==> src/rtl/adv7513_i2c_arbiter.sv <==
// Two-requester round-robin arbiter in front of a single ADV7513 i2c_master command port.
// Define ADV7513_I2C_ARB_TIMEOUT_EN to abort a transaction after TIMEOUT_CYCLES in S_WAIT.
module adv7513_i2c_arbiter #(
  parameter int TIMEOUT_CYCLES = 1000000,
  parameter bit ID0_PRIORITY   = 1'b1
) (
  input  logic       clk,
  input  logic       reset,
  input  logic [1:0] rq_req,
  input  logic [1:0] rq_rd,
  input  logic [6:0] rq_chip_addr0,
  input  logic [6:0] rq_chip_addr1,
  input  logic [7:0] rq_reg_addr0,
  input  logic [7:0] rq_reg_addr1,
  input  logic [7:0] rq_wdata0,
  input  logic [7:0] rq_wdata1,
  output logic [1:0] rq_grant,
  output logic [1:0] rq_done,
  output logic       rq_err,
  output logic [7:0] rq_rdata,
  output logic [6:0] m_chip_addr,
  output logic [7:0] m_reg_addr,
  output logic [7:0] m_data_in,
  output logic       m_write_en,
  output logic       m_read_en,
  input  logic       m_done,
  input  logic       m_busy,
  input  logic [2:0] m_status,
  input  logic [7:0] m_data_out
);

  typedef enum logic [1:0] {S_IDLE, S_ISSUE, S_WAIT, S_DONE} state_t;

  (* fsm_safe_state = "reset_state" *) state_t state_reg;
  logic last_reg;
  logic owner_reg;
  logic op_rd_reg;
  logic win;
  logic strobe;

`ifdef ADV7513_I2C_ARB_TIMEOUT_EN
  localparam int TW = $clog2(TIMEOUT_CYCLES + 1);
  logic [TW-1:0] tmo_cnt_reg;
`endif

  // On a tie the requester that was not served last wins.
  always_comb begin
    win = rq_req[1];
    if (rq_req == 2'b11) win = ~last_reg;
  end

  assign strobe = m_write_en | m_read_en;

  always_ff @(posedge clk) begin
    if (reset) begin
      state_reg   <= S_IDLE;
      last_reg    <= ID0_PRIORITY ? 1'b1 : 1'b0;
      owner_reg   <= 1'b0;
      op_rd_reg   <= 1'b0;
      rq_grant    <= 2'b00;
      rq_done     <= 2'b00;
      rq_err      <= 1'b0;
      rq_rdata    <= 8'h00;
      m_chip_addr <= 7'h00;
      m_reg_addr  <= 8'h00;
      m_data_in   <= 8'h00;
      m_write_en  <= 1'b0;
      m_read_en   <= 1'b0;
`ifdef ADV7513_I2C_ARB_TIMEOUT_EN
      tmo_cnt_reg <= '0;
`endif
    end else begin
      case (state_reg)
        S_IDLE: begin
          if ((|rq_req) && !m_busy) begin
            owner_reg   <= win;
            op_rd_reg   <= win ? rq_rd[1] : rq_rd[0];
            m_chip_addr <= win ? rq_chip_addr1 : rq_chip_addr0;
            m_reg_addr  <= win ? rq_reg_addr1 : rq_reg_addr0;
            m_data_in   <= win ? rq_wdata1 : rq_wdata0;
            rq_grant    <= win ? 2'b10 : 2'b01;
            state_reg   <= S_ISSUE;
          end
        end
        S_ISSUE: begin
          m_read_en  <= op_rd_reg;
          m_write_en <= ~op_rd_reg;
`ifdef ADV7513_I2C_ARB_TIMEOUT_EN
          tmo_cnt_reg <= '0;
`endif
          state_reg  <= S_WAIT;
        end
        S_WAIT: begin
          m_read_en  <= 1'b0;
          m_write_en <= 1'b0;
`ifdef ADV7513_I2C_ARB_TIMEOUT_EN
          tmo_cnt_reg <= tmo_cnt_reg + 1'b1;
`endif
          // A done that coincides with the strobe belongs to no command of ours.
          if (m_done && !strobe) begin
            if (op_rd_reg) rq_rdata <= m_data_out;
            rq_err    <= (m_status != 3'b000);
            rq_done   <= rq_grant;
            state_reg <= S_DONE;
          end
`ifdef ADV7513_I2C_ARB_TIMEOUT_EN
          else if (tmo_cnt_reg == TW'(TIMEOUT_CYCLES - 1)) begin
            rq_err    <= 1'b1;
            rq_done   <= rq_grant;
            state_reg <= S_DONE;
          end
`endif
        end
        S_DONE: begin
          rq_done   <= 2'b00;
          rq_grant  <= 2'b00;
          last_reg  <= owner_reg;
          state_reg <= S_IDLE;
        end
        default: state_reg <= S_IDLE;
      endcase
    end
  end

endmodule

==> config.mk <==
export PLATFORM = sky130hd
export DESIGN_NAME = adv7513_i2c_arbiter
export DESIGN_NICKNAME = d
export VERILOG_FILES = /design/src/rtl/adv7513_i2c_arbiter.sv
export SDC_FILE = /design/constraint.sdc
export NUM_CORES = 1
export LEC_CHECK = 0
export BUFFER_PORTS_ARGS = -buffer_cell sky130_fd_sc_hd__buf_4
export CORE_MARGIN = 4
export CORE_UTILIZATION = 48
export DETAILED_ROUTE_END_ITERATION = 8
export PLACE_DENSITY_LB_ADDON = 0.2
export REMOVE_ABC_BUFFERS = 1
export SLEW_MARGIN = 20
export SYNTH_ARGS = -nofsm -noshare
export SYNTH_HDL_FRONTEND = slang
export SYNTH_SLANG_ARGS = --single-unit
==> constraint.sdc <==
create_clock -name clk -period 4.1 [get_ports clk]
set_input_delay 0.41 -clock clk [delete_from_list [all_inputs] [get_ports clk]]
set_output_delay 0.41 -clock clk [all_outputs]
set_load 0.01 [all_outputs]
# Word-level counts from Yosys, hierarchy flattened
# Index checks and enable logic that the tools add are counted.
# word_totals
input_bits	65
reg_bits	43
# op_classes
muxes	15
n_bitwise	3
n_eq_ne	6
n_reduce_logical	16
# ops
cell	n
$mux 8	2
$mux 2	5
$reduce_and 2->1	5
$pmux 2 s2	2
$pmux 2 s4	1
$mux 7	1
$eq 2x2->1 const B	3
$reduce_bool 2->1	3
$ne 2x2->1 const B	2
$pmux 1 s2	2
$reduce_and 3->1	1
$reduce_bool 3->1	1
$eq 2x1->1 const B	1
$logic_and 1x1->1	2
$logic_not 1->1	2
$logic_not 2->1	1
$mux 1	2
$not 1->1	2
$reduce_or 2->1	1
$or 1x1->1	1

# Logic depth before layout (Yosys ltp)
# Gate-level depths: netlist of run 1.
# logic_depth
word_depth	5
mapped_depth	6
mapped_depth_nobuf	5

# Worst setup path after synthesis of run 1
# Ideal clock, no wire load.
# synth_path
kind	register to register
start	register state_reg[0]
end	register rq_rdata[0]
required_time_ps	4028
n_path_buf	1
path_slack_ps	2622
arrival_ps	1406
period_less_slack_ps	1478
stages_incl_launch_ff	7
path_cell_list	dfxtp_1 > inv_1 > ha_1 > and4bb_2 > and2_1 > buf_2 > mux2i_1
# synth_via
elab_chain_cells	2
# synth_lines
element	line_no	source
from (decl)	34	(* fsm_safe_state = "reset_state" *) state_t state_reg;
from (signal assigned)	56	state_reg <= S_IDLE;
from (signal assigned)	82	state_reg <= S_ISSUE;
from (signal assigned)	91	state_reg <= S_WAIT;
$eq 2x2->1	73	case (state_reg)
$reduce_and 3->1 (no source line)	n/a	
to (signal assigned)	101	if (op_rd_reg) rq_rdata <= m_data_out;
to (decl)	20	output logic [7:0] rq_rdata,
# No other way between the ends.
# A chain may end at the register's enable or synchronous reset.

# Worst setup path in the final report of run 1
# layout_path
start	register state_reg[0]
end	register m_chip_addr[3]
# layout_via
elab_chain_cells	2
# layout_lines
element	line_no	source
$logic_not 2->1	73	
$reduce_and 2->1 (no source line)	n/a	
to (signal assigned)	78	m_chip_addr <= win ? rq_chip_addr1 : rq_chip_addr0;
to (decl)	21	output logic [6:0] m_chip_addr,
# No other way between the ends.

==> flow_summary.json, run 1 <==
{
  "status": "complete, no violations",
  "critPathMaxStageDelay_ns": 0.77,
  "drt-total-wl_um": 5330,
  "worst_pin_slew_ns": 0.959,
  "fin_setup_tns_ns": 0,
  "layout-drive-gt1-share": 0.347,
  "grt_antenna_before_repair": 0,
  "slew_violations": 0,
  "power_density_nw_per_um2": 468,
  "cp.required_ns": 4.22,
  "setup_viol": 0,
  "post_drt_wl_per_cell_um": 14.2,
  "synth-async-reset-ratio": 0,
  "place_congestion": 0.803,
  "rsz0062_at_grt": "no",
  "cap_violations": 0,
  "worstSetupStartpointType": "register",
  "use_met3": 0.0970,
  "cp_max_fo": 30,
  "drc_errors": 0,
  "cp_num_buf_inv": 3,
  "die_w_um": 72.0,
  "grtUsageMet1": 0.223,
  "synthTopCellsByArea": "dfxtp_1, nand2_1, a311oi_1, a21oi_1, mux2i_1",
  "final_nets": 396,
  "antenna_cells": 0,
  "syn_area_sq_um": 1970,
  "ant_nets": 0,
  "die_h_um": 72.0,
  "firstDrtPassIters": 4,
  "area_growth_pct": 42.3,
  "arrival_ns": 2.31,
  "clk_latency_ns": 0.29,
  "synthDistinctLibCells": 32,
  "portBuffers": 102,
  "path_depth": 6,
  "max_freq_mhz": 455,
  "cts_buffers": 5,
  "cts_tree": "done",
  "layout_common_cells": "buf_4, nand2_1, dfxtp_1",
  "synth_warnings": 0,
  "finClkSkew_ns": 0.00456,
  "period_needed_ns": 2.20,
  "placement_rows": 22,
  "dr.first_iter.drc_count": 131,
  "grt_max_degree": 35,
  "fin_total_pwr_w": 0.00131,
  "cpMostUsedCell": "inv_1",
  "cts.sinks": 43,
  "cp_cell_sequence": "inv_1, ha_1, buf_4, inv_1, nor2_2, a311oi_1",
  "worstSetupEndpointType": "register",
  "vias_per_cell": 5.46,
  "synth_top_cell_by_area": "dfxtp_1",
  "peakVddDrop_uv": 229,
  "relSlewSlack": 0.360,
  "netlist.area_leader.share": 0.438,
  "grt_usage": 0.208,
  "synth_edf_count": 0,
  "clk_pin_slew_worst_paths_ns": 0.07,
  "hold_viol": 0,
  "hold_depth": 3,
  "postCtsSetupBuffers": 0,
  "dieArea_sq_um": 5180,
  "coreArea_sq_um": 3800,
  "cts-resized-gates": 0,
  "holdBufCountCts": 0,
  "worstSetupPathType": "reg2reg",
  "cpLargestDelayFamily": "simple AND/OR/NAND/NOR gates",
  "grt_overflow": 0,
  "reg.largest.list": "m_data_in: 8 flops, m_reg_addr: 8 flops, rq_rdata: 8 flops",
  "initial_utilization": 0.517,
  "vias": 2043,
  "final_common_cell": "buf_4",
  "cp_slowest_cell": "nor2_2",
  "ys_ff_latch": 43,
  "num_io_pins": 103,
  "whs_ns": 0.372,
  "p_leak_nw": 1.24,
  "syn_area_per_cell_sq_um": 8.33,
  "fin_crit_sh": 0.536,
  "fillers": 303,
  "grt_first_pass_wirelength_um": 8580,
  "htreeDepth": 2,
  "busiest_layer": "met2",
  "first_global_vias": 1992,
  "synthCells": 236,
  "hold_path_class": "in2reg",
  "ys_seq_area_frac": 0.438,
  "dpl.hpwl_um": 3790,
  "root_buffer": "clkbuf_8",
  "rr_worst_depth": 6,
  "clockBufferDepth": 2,
  "synthFlopType": "dfxtp_1",
  "grt_util_met2": 0.365
}
==> stage by stage <==
step / util / setup WS [ns] / cells / area (sq um)
global route: 0.736 / 1.69 / 374 / 2800
finish: 0.736 / 1.90 / 374 / 2800
global placement: 0.715 / 2.00 / 368 / 2720
floorplan: - / 1.77 / 217 / 1880
CTS: 0.735 / 1.91 / 374 / 2790
detailed placement: 0.715 / 1.91 / 368 / 2720
==> tightest hold or removal path: stages <==
cell and delay (ns):
buf_4 0.10, nand2_1 0.05, mux2i_1 0.06
==> routing by layer <==
layer,up-vias,part of all wire,wire length [um]
li1,1018,-,-
met5,-,0,0
met3,5,0.12,661
met2,83,0.48,2570
met1,937,0.38,2040
met4,0,0.011,57
==> cell type report <==
cell class	count	area, sq um	area share
tap	48	60.1	0.0215
multi-input combinational	170	1020	0.363
sequential	43	861	0.308
clock buffer	6	72.6	0.0259
timing repair buffer	103	773	0.276
inverter	4	15.0	0.00537
==> cell families (layout without fill, tap and decap cells) <==
family,after synthesis,in the layout,synth area share
simple gates,89,89,0.197
mux,11,11,0.0560
flops,43,43,0.438
compound gates,66,66,0.234
buf+inv,23,113,0.0503
fa+ha+maj,4,4,0.0255
==> power breakdown <==
part           total (W)  internal (W)  switching, W
combinational   0.000522      0.000244      0.000278
clock           0.000243      0.000114      0.000129
sequential      0.000546      0.000495     0.0000511
==> cell usage after synthesis, types with 2 or more instances <==
cell and count:
clkbuf_1 8, nor2_1 6, mux2i_1 11, or4b_1 2, nand2b_1 3, ha_1 4, a21oi_1 28, inv_1 4
o21ai_0 4, buf_2 10, dfxtp_1 43, a311oi_1 24, nand2_1 70
==> final timing paths <==
path / startpoint / to / slack (ns)
max: state_reg[0]$_SDFFE_PP0P_ / m_chip_addr[3]$_SDFFE_PP0P_ / 1.90
min: m_data_out[1] / rq_rdata[1]$_SDFFE_PP0P_ / 0.37
min reg2reg: rq_done[0]$_SDFFE_PP0P_ / rq_done[0]$_SDFFE_PP0P_ / 0.46
max reg2reg: state_reg[0]$_SDFFE_PP0P_ / m_chip_addr[3]$_SDFFE_PP0P_ / 1.90
Power figures use the tool's default switching activity.
==> inputs of run 2 (changes only) <==
--- a/config.mk
+++ b/config.mk
@@ -7,7 +7,7 @@
 export LEC_CHECK = 0
 export BUFFER_PORTS_ARGS = -buffer_cell sky130_fd_sc_hd__buf_4
 export CORE_MARGIN = 4
-export CORE_UTILIZATION = 48
+export CORE_UTILIZATION = 45
 export DETAILED_ROUTE_END_ITERATION = 8
 export PLACE_DENSITY_LB_ADDON = 0.2
 export REMOVE_ABC_BUFFERS = 1
==> constraint.sdc (replaced) <==
create_clock -name clk -period 2.3 [get_ports clk]
set_input_delay 0.23 -clock clk [delete_from_list [all_inputs] [get_ports clk]]
set_output_delay 0.23 -clock clk [all_outputs]
set_load 0.01 [all_outputs]
==> run 2 against run 1 <==
Against the previous run:
- critical path depth fell by 1
- first-iteration DRC count fell by 25%
- largest cell class unchanged
- highest routed layer unchanged
- sequential share of layout area fell by 0.29 points
- via count did not move
- largest power group unchanged
- sequential power rose by 77%
==> flow_summary.json, run 2 (synthesis gave the netlist of run 1 again) <==
{
  "p_switching_w": 0.000833,
  "setup_viol": 0,
  "clk_latency_ns": 0.30,
  "layout_common_cells": "buf_4, nand2_1, dfxtp_1",
  "p_seq_frac": 0.408,
  "htreeDepth": 2,
  "cpMostUsedCell": "inv_1",
  "clk_pin_slew_worst_paths_ns": 0.08,
  "layout-drive-gt1-share": 0.353,
  "hold_path_class": "in2reg",
  "placement_rows": 23,
  "peakVddDrop_uv": 507,
  "area_growth_pct": 43.7,
  "finClkSkew_ns": 0.00339,
  "drt-total-wl_um": 5470,
  "vias_per_cell": 5.36,
  "cp_max_fo": 24,
  "worst_pin_slew_ns": 1.01,
  "relSlewSlack": 0.324,
  "critPathMaxStageDelay_ns": 0.79,
  "cts_buffers": 5,
  "post_drt_wl_per_cell_um": 14.4,
  "final_nets": 399,
  "fin_crit_sh": 0.819,
  "holdBufCountCts": 0,
  "die_h_um": 74.1,
  "dpl.hpwl_um": 3920,
  "antenna_cells": 0,
  "period_needed_ns": 1.88,
  "grt_max_degree": 30,
  "dieArea_sq_um": 5490,
  "cp_num_buf_inv": 2,
  "die_w_um": 74.1,
  "p_leak_nw": 1.25,
  "cp_slowest_cell": "nor2_2",
  "dr.first_iter.drc_count": 98,
  "coreArea_sq_um": 4120,
  "worstSetupEndpointType": "register",
  "p_sw_frac": 0.352,
  "clockPowerShare": 0.194,
  "cp_cell_sequence": "inv_1, ha_1, inv_1, nor2_2, a311oi_1",
  "grt_first_pass_wirelength_um": 8480,
  "placedCellCount": 373,
  "postCtsSetupBuffers": 0,
  "internal_power_w": 0.00153,
  "hold_viol": 0,
  "first_global_vias": 1966,
  "cts_tree": "done",
  "grt_antenna_before_repair": 0,
  "slew_violations": 0,
  "power_density_nw_per_um2": 838,
  "cpLargestDelayFamily": "simple AND/OR/NAND/NOR gates",
  "stdcell_count": 381,
  "ant_nets": 0,
  "firstDrtPassIters": 5,
  "cp.required_ns": 2.42,
  "root_buffer": "clkbuf_8",
  "initial_utilization": 0.478,
  "pwr-share-comb": 0.397,
  "worstSetupStartpointType": "register",
  "clockBufferDepth": 2,
  "vias": 2043,
  "num_io_pins": 103,
  "status": "complete, no violations",
  "max_freq_mhz": 531,
  "grt_usage": 0.202,
  "portBuffers": 102,
  "worstSetupPathType": "reg2reg",
  "drc_errors": 0,
  "grt_overflow": 0,
  "cap_violations": 0,
  "arrival_ns": 2.00,
  "whs_ns": 0.187,
  "cts.sinks": 43,
  "rsz0062_at_grt": "no",
  "place_congestion": 0.795,
  "cts-resized-gates": 0,
  "final_common_cell": "buf_4",
  "reg.largest.list": "m_data_in: 8 flops, m_reg_addr: 8 flops, rq_rdata: 8 flops"
}
## run 2: cell types whose count changed in the layout (fill, tap and decap cells not counted), sizes merged
cell / previous run / this run
buf: 103 / 106
clkbuf: 6 / 7
clkinv: 0 / 1
## run 2: area by class of cell
type	instances	area, sq um
well taps	50	62.6
repair buffers	106	796
clock inverters	1	5.00
clock buffers	7	76.3
flip-flops and latches	43	861
fillers	361	1290
multi-input cells	170	1010
inverters	4	15.0
## run 2: final timing paths
path / cells past startpoint / slack (ns) / end / start
hold / removal: 3 / 0.19 / rq_rdata[5]$_SDFFE_PP0P_ / m_data_out[5]
setup / recovery: 5 / 0.42 / m_data_in[0]$_SDFFE_PP0P_ / state_reg[0]$_SDFFE_PP0P_
setup reg to reg: 5 / 0.42 / m_data_in[0]$_SDFFE_PP0P_ / state_reg[0]$_SDFFE_PP0P_
hold reg to reg: 2 / 0.46 / rq_done[1]$_SDFFE_PP0P_ / rq_done[1]$_SDFFE_PP0P_
## run 2: power groups by stage
| stage | clock network [W] | logic [W] | registers (W) |
|---|---|---|---|
| after floorplan | 0 | 0.000480 | 0.00102 |
| after global placement | 0 | 0.000935 | 0.000979 |
| after detailed placement | 0 | 0.000952 | 0.000983 |
| after CTS | 0.000471 | 0.000955 | 0.000967 |
| after global routing | 0.000500 | 0.00105 | 0.000984 |
| final | 0.000460 | 0.000940 | 0.000966 |
## run 2: tightest hold or removal path, delay by kind of cell
kind,cells,cell delay (ns)
simple gates,1,0.05
mux,1,0.05
buf+inv,1,0.11
## run 2: through the flow
| stage | setup slack, ns | utilization | total power (W) | setup TNS (ns) | cell area [sq um] |
|---|---|---|---|---|---|
| 2_1_floorplan | -0.0317 | - | 0.00150 | -0.760 | 1880 |
| 3_3_place_gp | 0.485 | 0.666 | 0.00191 | 0 | 2740 |
| 3_5_place_dp | 0.390 | 0.666 | 0.00193 | 0 | 2740 |
| 4_1_cts | 0.376 | 0.686 | 0.00239 | 0 | 2820 |
| 5_1_grt | 0.252 | 0.686 | 0.00253 | 0 | 2820 |
| 6_report | 0.415 | 0.686 | 0.00237 | 0 | 2820 |
## run 2: metal layers
layer / GRT usage / vias up / wire (um)
met5: 0 / - / 0
met4: 0.0926 / 0 / 90
met3: 0.0946 / 9 / 620
met2: 0.334 / 82 / 2590
met1: 0.221 / 926 / 2170
li1: - / 1026 / -
